**src/rtl/bus_arb_rr.sv**
```systemverilog
// bus_arb_rr: N-master round-robin OCP arbiter with in-order ID FIFO for response routing.
// Optional BUS_ARB_PRIO0_EN makes master 0 a fixed-priority port.
module bus_arb_rr #(
  parameter int N_MASTERS       = 4,
  parameter int ADDR_WIDTH      = 32,
  parameter int DATA_WIDTH      = 32,
  parameter int MAX_OUTSTANDING = 4,
  localparam int BE             = DATA_WIDTH / 8,
  localparam int CW             = $clog2(MAX_OUTSTANDING + 1)
) (
  input  logic                             clk,
  input  logic                             reset_n,
  input  logic [N_MASTERS*3-1:0]           m_cmd,
  input  logic [N_MASTERS*ADDR_WIDTH-1:0]  m_addr,
  input  logic [N_MASTERS*DATA_WIDTH-1:0]  m_data,
  input  logic [N_MASTERS*BE-1:0]          m_byteen,
  output logic [N_MASTERS-1:0]             m_cmd_accept,
  output logic [N_MASTERS*2-1:0]           m_resp,
  output logic [N_MASTERS*DATA_WIDTH-1:0]  m_resp_data,
  output logic [2:0]                       s_cmd,
  output logic [ADDR_WIDTH-1:0]            s_addr,
  output logic [DATA_WIDTH-1:0]            s_data,
  output logic [BE-1:0]                    s_byteen,
  input  logic                             s_cmd_accept,
  input  logic [1:0]                       s_resp,
  input  logic [DATA_WIDTH-1:0]            s_resp_data,
  output logic [CW-1:0]                    outstanding,
  output logic                             err_orphan
);
  localparam int IW = $clog2(N_MASTERS);
  localparam int PW = (MAX_OUTSTANDING > 1) ? $clog2(MAX_OUTSTANDING) : 1;
`ifdef BUS_ARB_PRIO0_EN
  localparam bit PRIO = 1'b1;
`else
  localparam bit PRIO = 1'b0;
`endif

  logic [N_MASTERS-1:0] req;
  logic [IW-1:0]        g, rr_ptr_q, rr_ptr_d, held_q, held_d;
  logic                 hold_q, hold_d, found, full, push, pop;
  logic                 err_orphan_q, err_orphan_d;
  logic [PW-1:0]        wr_q, wr_d, rd_q, rd_d;
  logic [CW-1:0]        count_q, count_d;
  logic [IW-1:0]        fifo_q [MAX_OUTSTANDING];
  logic [IW-1:0]        fifo_d [MAX_OUTSTANDING];

  always_comb begin
    for (int i = 0; i < N_MASTERS; i++)
      req[i] = (m_cmd[i*3 +: 3] == 3'd1) || (m_cmd[i*3 +: 3] == 3'd2);
  end

  // A held grant wins outright; otherwise search cyclically from rr_ptr (skipping 0 in priority mode).
  always_comb begin
    g     = held_q;
    found = hold_q;
    if (PRIO && !hold_q && req[0]) begin
      g     = '0;
      found = 1'b1;
    end
    for (int k = 0; k < N_MASTERS; k++)
      if (!found && req[(int'(rr_ptr_q) + k) % N_MASTERS] &&
          !(PRIO && ((int'(rr_ptr_q) + k) % N_MASTERS) == 0)) begin
        g     = IW'((int'(rr_ptr_q) + k) % N_MASTERS);
        found = 1'b1;
      end
  end

  always_comb begin
    full     = count_q == CW'(MAX_OUTSTANDING);
    s_cmd    = (reset_n && !full && found && req[g]) ? m_cmd[g*3 +: 3] : 3'd0;
    s_addr   = m_addr[g*ADDR_WIDTH +: ADDR_WIDTH];
    s_data   = m_data[g*DATA_WIDTH +: DATA_WIDTH];
    s_byteen = m_byteen[g*BE +: BE];
    push     = s_cmd_accept && (s_cmd != 3'd0);
    pop      = (s_resp != 2'd0) && (count_q != '0);
    m_cmd_accept    = '0;
    m_cmd_accept[g] = push;
    m_resp          = '0;
    if (pop)
      m_resp[fifo_q[rd_q]*2 +: 2] = s_resp;
    m_resp_data = {N_MASTERS{s_resp_data}};
    outstanding = count_q;
    err_orphan  = err_orphan_q;
  end

  always_comb begin
    rr_ptr_d = rr_ptr_q;
    if (push && !(PRIO && g == '0))
      rr_ptr_d = (g == IW'(N_MASTERS - 1)) ? IW'(PRIO) : g + IW'(1);
    hold_d = (s_cmd != 3'd0) && !s_cmd_accept;
    held_d = g;
    fifo_d = fifo_q;
    if (push)
      fifo_d[wr_q] = g;
    wr_d = push ? ((wr_q == PW'(MAX_OUTSTANDING - 1)) ? PW'(0) : wr_q + PW'(1)) : wr_q;
    rd_d = pop ? ((rd_q == PW'(MAX_OUTSTANDING - 1)) ? PW'(0) : rd_q + PW'(1)) : rd_q;
    count_d = count_q + CW'(push) - CW'(pop);
    err_orphan_d = err_orphan_q || ((s_resp != 2'd0) && (count_q == '0));
  end

  always_ff @(posedge clk or negedge reset_n) begin
    if (!reset_n) begin
      rr_ptr_q     <= '0;
      held_q       <= '0;
      hold_q       <= 1'b0;
      wr_q         <= '0;
      rd_q         <= '0;
      count_q      <= '0;
      err_orphan_q <= 1'b0;
      fifo_q       <= '{default: '0};
    end else begin
      rr_ptr_q     <= rr_ptr_d;
      held_q       <= held_d;
      hold_q       <= hold_d;
      wr_q         <= wr_d;
      rd_q         <= rd_d;
      count_q      <= count_d;
      err_orphan_q <= err_orphan_d;
      fifo_q       <= fifo_d;
    end
  end
endmodule

```
**config.mk**
```make
export PLATFORM = sky130hd
export DESIGN_NAME = bus_arb_rr
export DESIGN_NICKNAME = d
export VERILOG_FILES = /design/src/rtl/bus_arb_rr.sv
export SDC_FILE = /design/constraint.sdc
export NUM_CORES = 1
export LEC_CHECK = 0
export BUFFER_PORTS_ARGS = -buffer_cell sky130_fd_sc_hd__buf_2
export CORE_AREA = 2 2 206 208
export CTS_CLUSTER_DIAMETER = 50
export DETAILED_ROUTE_END_ITERATION = 7
export DIE_AREA = 0 0 208 210
export GPL_ROUTABILITY_DRIVEN = 0
export SLEW_MARGIN = 20
export SYNTH_ARGS = -nofsm -noshare
export SYNTH_HDL_FRONTEND = slang
export SYNTH_SLANG_ARGS = --single-unit
export TNS_END_PERCENT = 5
```
**constraint.sdc**
```tcl
create_clock -name clk -period 4.7 [get_ports clk]
set_clock_uncertainty 0.1 [all_clocks]
set_input_delay 0 -clock clk [delete_from_list [all_inputs] [get_ports clk]]
set_output_delay 0 -clock clk [all_outputs]
set_load 0.005 [all_outputs]
```
==> results.md, run 1 <==
* Final period util at 0.8944
* Worst slew pin tran at 0.9142 ns
* Num CTS Buffers at 3
* Non-Filler Instances at 1,527
* Vias per cell at 3.904
* Endpoints failing hold at 0
* Fin nets at 1,327
* DR WL/cell at 14.04 µm
* MaxCap Viol Count at 0
* Postcts setup bufs at 0
* Post-synthesis sequential area ratio at 0.1125
* RSZ-0062 raised after global routing: false
* Max Freq at 237.9 MHz
* Full die area at 43,680 µm²
* FF+latch area at 525.5 µm²
* Vias in the first global route at 5,687
* Setup TNS at 0 ns
* Worst reg-to-reg setup slack at 0.82 ns
* Worst slack, placed at 0.7591 ns
* VDD IR max at 0.1601 mV
* GRT Overall Usage at 0.08903
* First-pass DRT Iterations at 4
* Clock sink total at 21
* Iteration-0 DRC Markers at 283
* DRC violation count after routing at 0
* Antenna violations before repair at 4
* Final wirelength at 21,440 µm
* Worst slew margin at 0.3905
* Reg-to-Reg End: outstanding[2]
* Placed insts at 1,487
* Crit path cell chain: inv_1, a32oi_1, nor2_1, a221oi_4, buf_4, buf_4, nand2_1, and3_1, a31oi_1, buf_2
* Largest net degree at the start of global routing at 91
* ANT nets after route at 0
* Core area at 41,480 µm²
* Min Clock Period, post-route at 4.204 ns
* CP dominant cell by count: buf_4
* Root Driver: clkbuf_16
* Power Dens Cells at 546.4 nW/µm²
* IO Count at 536
* Status: complete, no violations
* GRT overflow at 0
* Most frequent cells in the layout: 374 x buf_2, 279 x nand2_1, 68 x and3_1, 68 x a31oi_1, 36 x dlygate4sd3_1
* Tot Pwr at 3583 µW
* DIE WIDTH at 208 µm
* Cts repair resizes at 0
* Crit path largest cell delay at 0.80 ns
* Filler Cells Inserted at 4,813
* Layout cells sized above 1 at 0.4028
* H-tree depth at 1
* Register bit total from synthesis at 21
* CP max FO at 88
* Synthesis-to-layout area growth at 40.41%
* Library cells used by synthesis at 50
* Port bufs at 374
* Fin util at 0.1581
* Fin worst setup slack at 0.4961 ns
* Critical Path AT at 4.10 ns
* Final Setup Violations at 0
* Clk_lat worst skew at 0.25 ns
* Syn nets at 1,080
* Max-slew violations at 0
* Worst Reg-to-Reg Cells at 14
* Die H at 210 µm
* Startpoint Class: flop
* Vias at 5,962
* Initial core utilization at 0.1126
* First-pass GRT wire length at 31,020 µm
* Rows at 75
* CP Class: reg2out
* CP max-delay cell: buf_4
* HP Class: in2async
* Post-Syn Instances at 742
* Setup crit end kind: primary output
* Critical Path RT at 4.60 ns
* Reg clk slew, reported paths at 0.06 ns
* Ys flop type: dfrtp_1
* Fraction of registers with async set/reset at 1.000
* CP Launch Point: hold_q
* CTS tree: built
* Antenna diode count at 0
* Reg2Reg Launch Point: hold_q
* Bufs on Longest Clock Path at 2
* Syn_area_per_cell at 6.293 µm²
* Lkg Pwr at 0.003439 µW
* Multi-input logic area at 2937 µm²
* Final HPWL DP at 17,210 µm
* Commonest non-fill, non-tap cell in the layout: buf_2
* Yosys Warn Count at 0
* Setup crit end: s_data[30]
* Post-synth EDFFs at 0
* Synth Cell Area at 4669 µm²
## timing repair
item / 4_1_cts / 5_1_grt
hold buffers: 36 / 0
endpoints found under the setup margin: 0 / 0
endpoints found under the hold margin: 151 / 0
## how the worst min path moves through the flow
stage,to,slack [ns]
2_1_floorplan,err_orphan,-0.40
3_3_place_gp,err_orphan,-0.11
6_report,rd_q[0],0.14
4_1_cts,err_orphan,0.16
3_5_place_dp,err_orphan,-0.10
5_1_grt,err_orphan,0.19
## sequential cells by signal (all words and copies together), names as in the netlist
register,count
err_orphan,1
hold_q,1
rd_q,2
fifo_q,8
outstanding,3
wr_q,2
rr_ptr_q,2
held_q,2
## worst max-delay path, delay by kind of cell (launching register included)
family                 cells  cell delay (ns)
buffers and inverters      4             1.69
and+or+nand+nor            3             0.60
AOI/OAI and AO/OA          3             1.00
DFF                        1             0.46
## kinds of logic (layout without fill, tap and decap cells)
kind of cell | Yosys count | count (layout) | synth area share
AOI/OAI and AO/OA | 94 | 94 | 0.1428
xor gates and xnor gates | 7 | 7 | 0.01313
adders and majority gates | 17 | 17 | 0.04716
buffers and inverters | 190 | 436 | 0.2588
DFF | 21 | 21 | 0.1125
muxes | 16 | 16 | 0.04823
other | 1 | 1 | 0.0008031
and+or+nand+nor | 396 | 396 | 0.3765
## power breakdown
part           internal [µW]  switching [µW]  total [µW]
registers                265            78.6         344
logic                   1240            1820        3060
clock network            114            67.0         181
total                   1620            1960        3580
## per-layer routing
layer  up-vias  GRT usage  wire length, µm
li1       2846          -                -
met1      2742     0.1013             8010
met2       339     0.1638            10970
met3        29    0.01877             1753
met4         6    0.03130              667
met5         -          0               41
## synthesized netlist by cell type (2+ instances only)
| cell | n | share of area |
|---|---|---|
| buf_4 | 129 | 0.21 |
| nand2_1 | 279 | 0.22 |
| o21ai_0 | 3 | 0.0032 |
| ha_1 | 16 | 0.043 |
| a221oi_2 | 2 | 0.0064 |
| xnor2_1 | 5 | 0.0094 |
| a221oi_4 | 2 | 0.011 |
| mux4_2 | 4 | 0.019 |
| dfrtp_1 | 21 | 0.11 |
| buf_1 | 9 | 0.0072 |
| a211oi_1 | 2 | 0.0032 |
| or2_2 | 2 | 0.0027 |
| nor3_1 | 7 | 0.0075 |
| xor2_1 | 2 | 0.0038 |
| a31oi_1 | 68 | 0.091 |
| nor2_1 | 12 | 0.0096 |
| nand3_1 | 4 | 0.0043 |
| and2_1 | 13 | 0.017 |
| nor3b_1 | 2 | 0.0032 |
| nor2b_1 | 2 | 0.0027 |
| clkbuf_1 | 27 | 0.022 |
| inv_1 | 14 | 0.011 |
| buf_2 | 9 | 0.0096 |
| and3_1 | 68 | 0.091 |
| o21ai_1 | 2 | 0.0021 |
| a21oi_1 | 2 | 0.0021 |
| mux2_1 | 12 | 0.029 |
| and4_1 | 2 | 0.0038 |
## final cells by class
type                            instances  share of cell area
Tap cell                              539              0.1029
Multi-Input combinational cell        531              0.4479
Timing Repair Buffer                  416              0.3473
Sequential cell                        21             0.08015
Clock inverter                          1           0.0007634
Inverter                               16            0.009542
Clock buffer                            3             0.01145
## stage by stage
step                      instance area, µm²  hold slack [ns]
after detailed placement                6116          -0.1012
final                                   6556           0.1447
after CTS                               6556           0.1610
after global routing                    6556           0.1877
after global placement                  6116          -0.1101
after floorplan                         4669          -0.3956
No activity file was read; power rests on OpenSTA's default activity.
==> run 2: changes to the inputs <==
--- a/config.mk
+++ b/config.mk
@@ -6,10 +6,11 @@
 export NUM_CORES = 1
 export LEC_CHECK = 0
 export BUFFER_PORTS_ARGS = -buffer_cell sky130_fd_sc_hd__buf_2
-export CORE_AREA = 2 2 206 208
+export CORE_AREA = 2 2 210 212
 export CTS_CLUSTER_DIAMETER = 50
+export CTS_CLUSTER_SIZE = 30
 export DETAILED_ROUTE_END_ITERATION = 7
-export DIE_AREA = 0 0 208 210
+export DIE_AREA = 0 0 212 214
 export GPL_ROUTABILITY_DRIVEN = 0
 export SLEW_MARGIN = 20
 export SYNTH_ARGS = -nofsm -noshare
==> constraint.sdc (replaced) <==
create_clock -name clk -period 4.9 [get_ports clk]
set_clock_uncertainty 0.1 [all_clocks]
set_input_delay 0 -clock clk [delete_from_list [all_inputs] [get_ports clk]]
set_output_delay 0 -clock clk [all_outputs]
set_load 0.005 [all_outputs]
==> results.md, run 2 (synthesis results as in run 1) <==
* Status: finished, violations left
* Failing checks: hold timing
* Critical Path AT at 3.84 ns (-0.26 ns)
* H-tree depth at 1 (unchanged)
* Multi-input logic area at 2937 µm² (unchanged)
* First-pass DRT Iterations at 5 (+1)
* Filler Cells Inserted at 4,978 (+3.4%)
* Largest net degree at the start of global routing at 147 (+62%)
* Max Freq at 266.1 MHz
* Min-delay src: s_resp[1]
* Core area at 42,890 µm² (+3.4%)
* Reg with most FFs: fifo_q
* FF+latch area at 525.5 µm² (unchanged)
* Rows at 76 (+1.3%)
* Vias at 6,083 (+2.0%)
* Max-slew violations at 0 (unchanged)
* Minimum hold slack at -0.01057 ns (-0.1553 ns)
* GRT Overall Usage at 0.08991 (+0.0008790)
* Commonest non-fill, non-tap cell in the layout: buf_2
* Final Setup Violations at 0 (unchanged)
* First-pass GRT wire length at 32,090 µm (+3.4%)
* Setup TNS at 0 ns (unchanged)
* Final HPWL DP at 17,550 µm (+2.0%)
* Critical Path RT at 4.98 ns (+0.38 ns)
* Clock sink total at 21 (unchanged)
* Vias per cell at 3.865 (-1.0%)
* Port bufs at 374 (unchanged)
* CP Launch Point: hold_q
* MaxCap Viol Count at 0 (unchanged)
* CP Class: reg2reg
* DR WL/cell at 14.17 µm (+0.91%)
* Lkg Pwr at 0.003439 µW (about the same)
* VDD IR max at 0.4480 mV (+180%)
* HP Class: in2reg
* RSZ-0062 raised after global routing: false
* CP max FO at 9 (-90%)
* GRT overflow at 0 (unchanged)
* Fin nets at 1,326 (-0.075%)
* Synthesis-to-layout area growth at 42.12%
* Bufs on Longest Clock Path at 2 (unchanged)
* Final wirelength at 22,300 µm (+4.0%)
* Initial core utilization at 0.1089 (-0.003698)
* Worst slew margin at 0.4192 (+0.02870)
* Cts repair resizes at 0 (unchanged)
* Vias in the first global route at 5,798 (+2.0%)
* IO Count at 536 (unchanged)
* Fin util at 0.1547 (-0.003325)
* DIE WIDTH at 212 µm (+1.9%)
* Reg clk slew, reported paths at 0.06 ns (about the same)
* Max FFs per register at 8 (unchanged)
* Root Driver: clkbuf_16
* Clk_lat worst skew at 0.26 ns (about the same)
* Worst reg-to-reg setup slack at 1.14 ns (+0.32 ns)
* DRC violation count after routing at 0 (unchanged)
* Most frequent cells in the layout: 374 x buf_2, 279 x nand2_1, 68 x and3_1, 68 x a31oi_1, 35 x dlygate4sd3_1
* Iteration-0 DRC Markers at 324 (+14%)
* Worst slew pin tran at 0.8712 ns (-0.04305 ns)
* ANT nets after route at 0 (unchanged)
* Reg2Reg Launch Point: hold_q
* Full die area at 45,370 µm² (+3.9%)
* CTS tree: built
* Power Dens Cells at 539.1 nW/µm² (-1.3%)
* Die H at 214 µm (+1.9%)
* Endpoints failing hold at 1 (+1)
* Startpoint Class: flop
* Setup crit end kind: flop
* Final period util at 0.7670
* Num CTS Buffers at 3 (unchanged)
* Min Clock Period, post-route at 3.758 ns
* Layout cells sized above 1 at 0.4032 (+0.0004081)
* Antenna violations before repair at 6 (+2)
[run 2: cell types whose count changed in the layout (fill, tap and decap cells not counted), sizes merged]
cell,delta
dlygate4sd3,-1
diode,+2
clkinvlp,+1
clkinv,-1
[run 2: final timing paths]
kind                             endpoint  cells past startpoint
setup / recovery           outstanding[2]                     14
hold / removal                 err_orphan                      3
setup reg to reg           outstanding[2]                     14
hold reg to reg                err_orphan                      1
max in group asynchronous     rr_ptr_q[1]                      2
min in group asynchronous      err_orphan                      2
[run 2: critical path, cell delays in order (launching register included)]
cell and delay [ns]:
dfrtp_1 0.44, inv_1 0.12, a32oi_1 0.30, nor2_1 0.15, a222oi_1 0.63, a221oi_2 0.23
nor3_4 0.41, inv_1 0.09, ha_1 0.30, inv_1 0.05, ha_1 0.14, inv_1 0.05
fa_1 0.37, xnor2_1 0.18, xnor2_1 0.13
[run 2: timing repair]
action	CTS	global route
endpoints found under the hold margin	151	0
hold buffers	35	0
setup buffers	0	0
[run 2: cell type report]
cell class / instances / area share
clock buffers: 3 / 0.01131
multi-input cells: 531 / 0.4425
clock inverters: 1 / 0.001131
well taps: 585 / 0.1103
inverters: 16 / 0.009427
diodes: 2 / 0.0007541
repair buffers: 415 / 0.3454
flip-flops and latches: 21 / 0.07919
[run 2: power by group]
group / internal, µW / switching [µW]
logic: 1210 / 1860
clock network: 111 / 66.6
registers: 254 / 73.1
total: 1570 / 2000
[run 2: per-stage QoR]
step / hold WS [ns] / total power [µW] / worst slack (ns) / cells / cell area, µm²
4_1_cts: 0.004335 / 3631 / 1.097 / 1572 / 6631
3_5_place_dp: -0.1050 / 3391 / 1.095 / 1533 / 6198
2_1_floorplan: -0.3956 / 2212 / 1.542 / 742 / 4669
5_1_grt: 0.03308 / 3934 / 0.8057 / 1573 / 6634
3_3_place_gp: -0.1127 / 3324 / 1.293 / 1533 / 6198
6_report: -0.01057 / 3577 / 1.142 / 1574 / 6636
[run 2: layer usage]
| layer | track usage | vias to the layer above | share of wire |
|---|---|---|---|
| li1 | - | 2842 | - |
| met1 | 0.1009 | 2827 | 0.38 |
| met2 | 0.1699 | 369 | 0.52 |
| met3 | 0.01950 | 37 | 0.083 |
| met4 | 0.02136 | 8 | 0.021 |
| met5 | 0 | - | 0.0015 |
==> run 3: changes to the inputs <==
--- a/config.mk
+++ b/config.mk
@@ -5,12 +5,13 @@
 export SDC_FILE = /design/constraint.sdc
 export NUM_CORES = 1
 export LEC_CHECK = 0
+export ABC_AREA = 1
 export BUFFER_PORTS_ARGS = -buffer_cell sky130_fd_sc_hd__buf_2
-export CORE_AREA = 2 2 210 212
+export CORE_AREA = 2 2 206 208
 export CTS_CLUSTER_DIAMETER = 50
 export CTS_CLUSTER_SIZE = 30
 export DETAILED_ROUTE_END_ITERATION = 7
-export DIE_AREA = 0 0 212 214
+export DIE_AREA = 0 0 208 210
 export GPL_ROUTABILITY_DRIVEN = 0
 export SLEW_MARGIN = 20
 export SYNTH_ARGS = -nofsm -noshare
==> constraint.sdc (replaced) <==
create_clock -name clk -period 3.7 [get_ports clk]
set_clock_uncertainty 0.1 [all_clocks]
set_input_delay 0 -clock clk [delete_from_list [all_inputs] [get_ports clk]]
set_output_delay 0 -clock clk [all_outputs]
set_load 0.005 [all_outputs]
==> results.md, run 3 <==
* Critical Path AT at 3.16 ns (-0.68 ns)
* Power Dens Cells at 1053 nW/µm² (+95%)
* Area contributors post-synth: buf_4 21%, nor2_1 17%, o32ai_1 13%
* Bufs on Longest Clock Path at 2 (unchanged)
* Max FFs per register at 8 (unchanged)
* First-pass GRT wire length at 35,530 µm (+11%)
* Clk_lat worst skew at 0.26 ns (about the same)
* DIE WIDTH at 208 µm (-1.9%)
* Largest net degree at the start of global routing at 146 (-0.68%)
* Worst slew pin tran at 0.7595 ns (-0.1116 ns)
* Iteration-0 DRC Markers at 353 (+9.0%)
* RSZ-0062 raised after global routing: false
* GRT overflow at 0 (unchanged)
* Layout cells sized above 1 at 0.3986 (-0.004620)
* Fraction of registers with async set/reset at 1.000 (unchanged)
* Max-slew violations at 0 (unchanged)
* Synthesis-to-layout area growth at 40.57%
* Post-synth top area share at 0.2146 (-0.009705)
* CP Class: reg2out
* Root Driver: clkbuf_16
* Endpoints failing hold at 0 (-1)
* Reg clk slew, reported paths at 0.06 ns (about the same)
* Port bufs at 374 (unchanged)
* Cell Area, Placed at 6137 µm² (-0.99%)
* VDD IR max at 1.288 mV (+190%)
* Min Clock Period, post-route at 3.263 ns
* Startpoint Class: flop
* Postcts setup bufs at 0 (unchanged)
* Non-Filler Instances at 1,564 (-0.64%)
* Setup TNS at 0 ns (unchanged)
* Most frequent cells in the layout: 374 x buf_2, 216 x nor2_1, 76 x o21ai_0, 72 x nand2_1, 68 x o32ai_1
* Final wirelength at 25,040 µm (+12%)
* Clock sink total at 21 (unchanged)
* Critical Path RT at 3.60 ns (-1.38 ns)
* Synth area leader: buf_4
* Syn_area_per_cell at 6.057 µm² (-3.7%)
* H-tree depth at 1 (unchanged)
* Initial core utilization at 0.1130 (+0.004151)
* Final HPWL DP at 21,100 µm (+20%)
* Fin nets at 1,355 (+2.2%)
* Register bit total from synthesis at 21 (unchanged)
* Worst slew margin at 0.4936 (+0.07442)
* Antenna violations before repair at 14 (+8)
* ANT nets after route at 0 (unchanged)
* Design area at 6590 µm² (-0.70%)
* HP Class: in2reg
* CP max FO at 43 (+34)
* Minimum hold slack at 0.02417 ns (+0.03474 ns)
* Core area at 41,480 µm² (-3.3%)
* DRC violation count after routing at 0 (unchanged)
* Yosys Warn Count at 0 (unchanged)
* Rows at 75 (-1.3%)
* GRT Overall Usage at 0.1075 (+0.01758)
* Status: complete, no violations
* Most numerous cell in the Yosys netlist: nor2_1
* Vias per cell at 4.047 (+4.7%)
* Synth Cell Area at 4688 µm² (+0.40%)
* Placed insts at 1,516 (-1.1%)
* First-pass DRT Iterations at 5 (unchanged)
* Fin util at 0.1589 (+0.004140)
* Setup crit end kind: primary output
* Vias at 6,329 (+4.0%)
* Syn nets at 1,112 (+3.0%)
* Vias in the first global route at 5,822 (+0.41%)
* IO Count at 536 (unchanged)
* Commonest cells in the netlist: 216 x nor2_1, 134 x buf_4, 76 x o21ai_0
* Max Freq at 306.5 MHz
* Num CTS Buffers at 3 (unchanged)
* Lkg Pwr at 0.003268 µW (-5.0%)
* Full die area at 43,680 µm² (-3.7%)
* Final Setup Violations at 0 (unchanged)
* Ys flop type: dfrtp_1
* Die H at 210 µm (-1.9%)
* Commonest non-fill, non-tap cell in the layout: buf_2
* Reg with most FFs: fifo_q
* CTS tree: built
* Library cells used by synthesis at 37 (-26%)
* Post-Syn Instances at 774 (+4.3%)
* Post-synth EDFFs at 0 (unchanged)
* DR WL/cell at 16.01 µm (+13%)
* Final period util at 0.8819
* MaxCap Viol Count at 0 (unchanged)
* Post-synthesis sequential area ratio at 0.1121 (-0.0004505)
-- run 3: cell types whose count changed after synthesis, sizes merged, moves of 8 or more --
cell | previous run | this run
nor2 | 12 | 219
and3 | 68 | 2
mux2 | 12 | 0
nand4 | 0 | 19
a31oi | 68 | 1
buf | 147 | 155
nand2 | 279 | 75
o32ai | 1 | 68
and2 | 13 | 0
nand3 | 4 | 21
inv | 15 | 45
o21ai | 5 | 79
-- run 3: repair_timing --
| item | CTS | global route |
|---|---|---|
| resized for setup | 0 | 0 |
| endpoints found under the hold margin | 150 | 0 |
| hold buffers | 35 | 0 |
-- run 3: through the flow --
step | total power, µW | setup slack [ns]
after CTS | 7120 | 0.3939
final | 6942 | 0.4370
after global routing | 7680 | 0.1374
after floorplan | 4225 | 0.6379
after global placement | 6701 | 0.5945
after detailed placement | 6801 | 0.4952
-- run 3: per-layer routing --
metal	up-vias	track usage	wire length, µm
met5	-	0	27
met4	4	0.04916	972
met3	45	0.02235	2062
met2	421	0.1902	12380
met1	2882	0.1244	9595
li1	2977	-	-
-- run 3: worst max-delay path: stages (launching register included) --
cell and delay, ns:
dfrtp_1 0.58, inv_4 0.09, nand4_1 0.14, nand2_1 0.10
nand2_1 0.07, nand2_1 0.06, nor2_1 0.11, nand4_1 0.14
nand2_1 0.12, nand2_2 0.08, nand2_4 0.11, buf_4 0.38
buf_4 0.31, ha_1 0.17, inv_1 0.05, nor2_1 0.22
buf_2 0.16
-- run 3: cell type report --
cell class	instances	area (µm²)
Clock buffer	3	75.07
Clock inverter	1	5.005
Timing Repair Buffer	419	2335
Inverter	45	176.4
Tap cell	539	674.4
Multi-Input combinational cell	527	2776
Fill cell	4837	34890
Antenna cell	9	22.52
Sequential cell	21	525.5
-- run 3: power breakdown --
group | internal [µW] | switching (µW)
combinational | 2190 | 4070
clock | 145 | 88.2
sequential | 337 | 113
total | 2670 | 4270
-- run 3: logic make-up (layout without fill, tap and decap cells) --
family,count (synthesis),after routing,synth area share
AND/OR/NAND/NOR,347,347,0.3072
buffers and inverters,226,468,0.2957
flip-flops,21,21,0.1121
other,1,10,0.0007999
XOR/XNOR,3,3,0.007207
AO/OA/AOI/OAI,159,159,0.2300
adder cells (fa/ha/maj),17,17,0.04697
-- run 3: path summary, 6_finish.rpt --
| path | end | depth (start not counted) | startpoint | slack, ns |
|---|---|---|---|---|
| max in group asynchronous | fifo_q[1] | 3 | reset_n | 3.03 |
| setup / recovery | m_cmd_accept[3] | 16 | rr_ptr_q[0] | 0.44 |
| min in group asynchronous | rd_q[0] | 3 | reset_n | 0.24 |
| setup reg to reg | outstanding[2] | 21 | rr_ptr_q[0] | 0.46 |
| hold reg to reg | err_orphan | 1 | err_orphan | 0.37 |
| hold / removal | hold_q | 2 | s_cmd_accept | 0.02 |
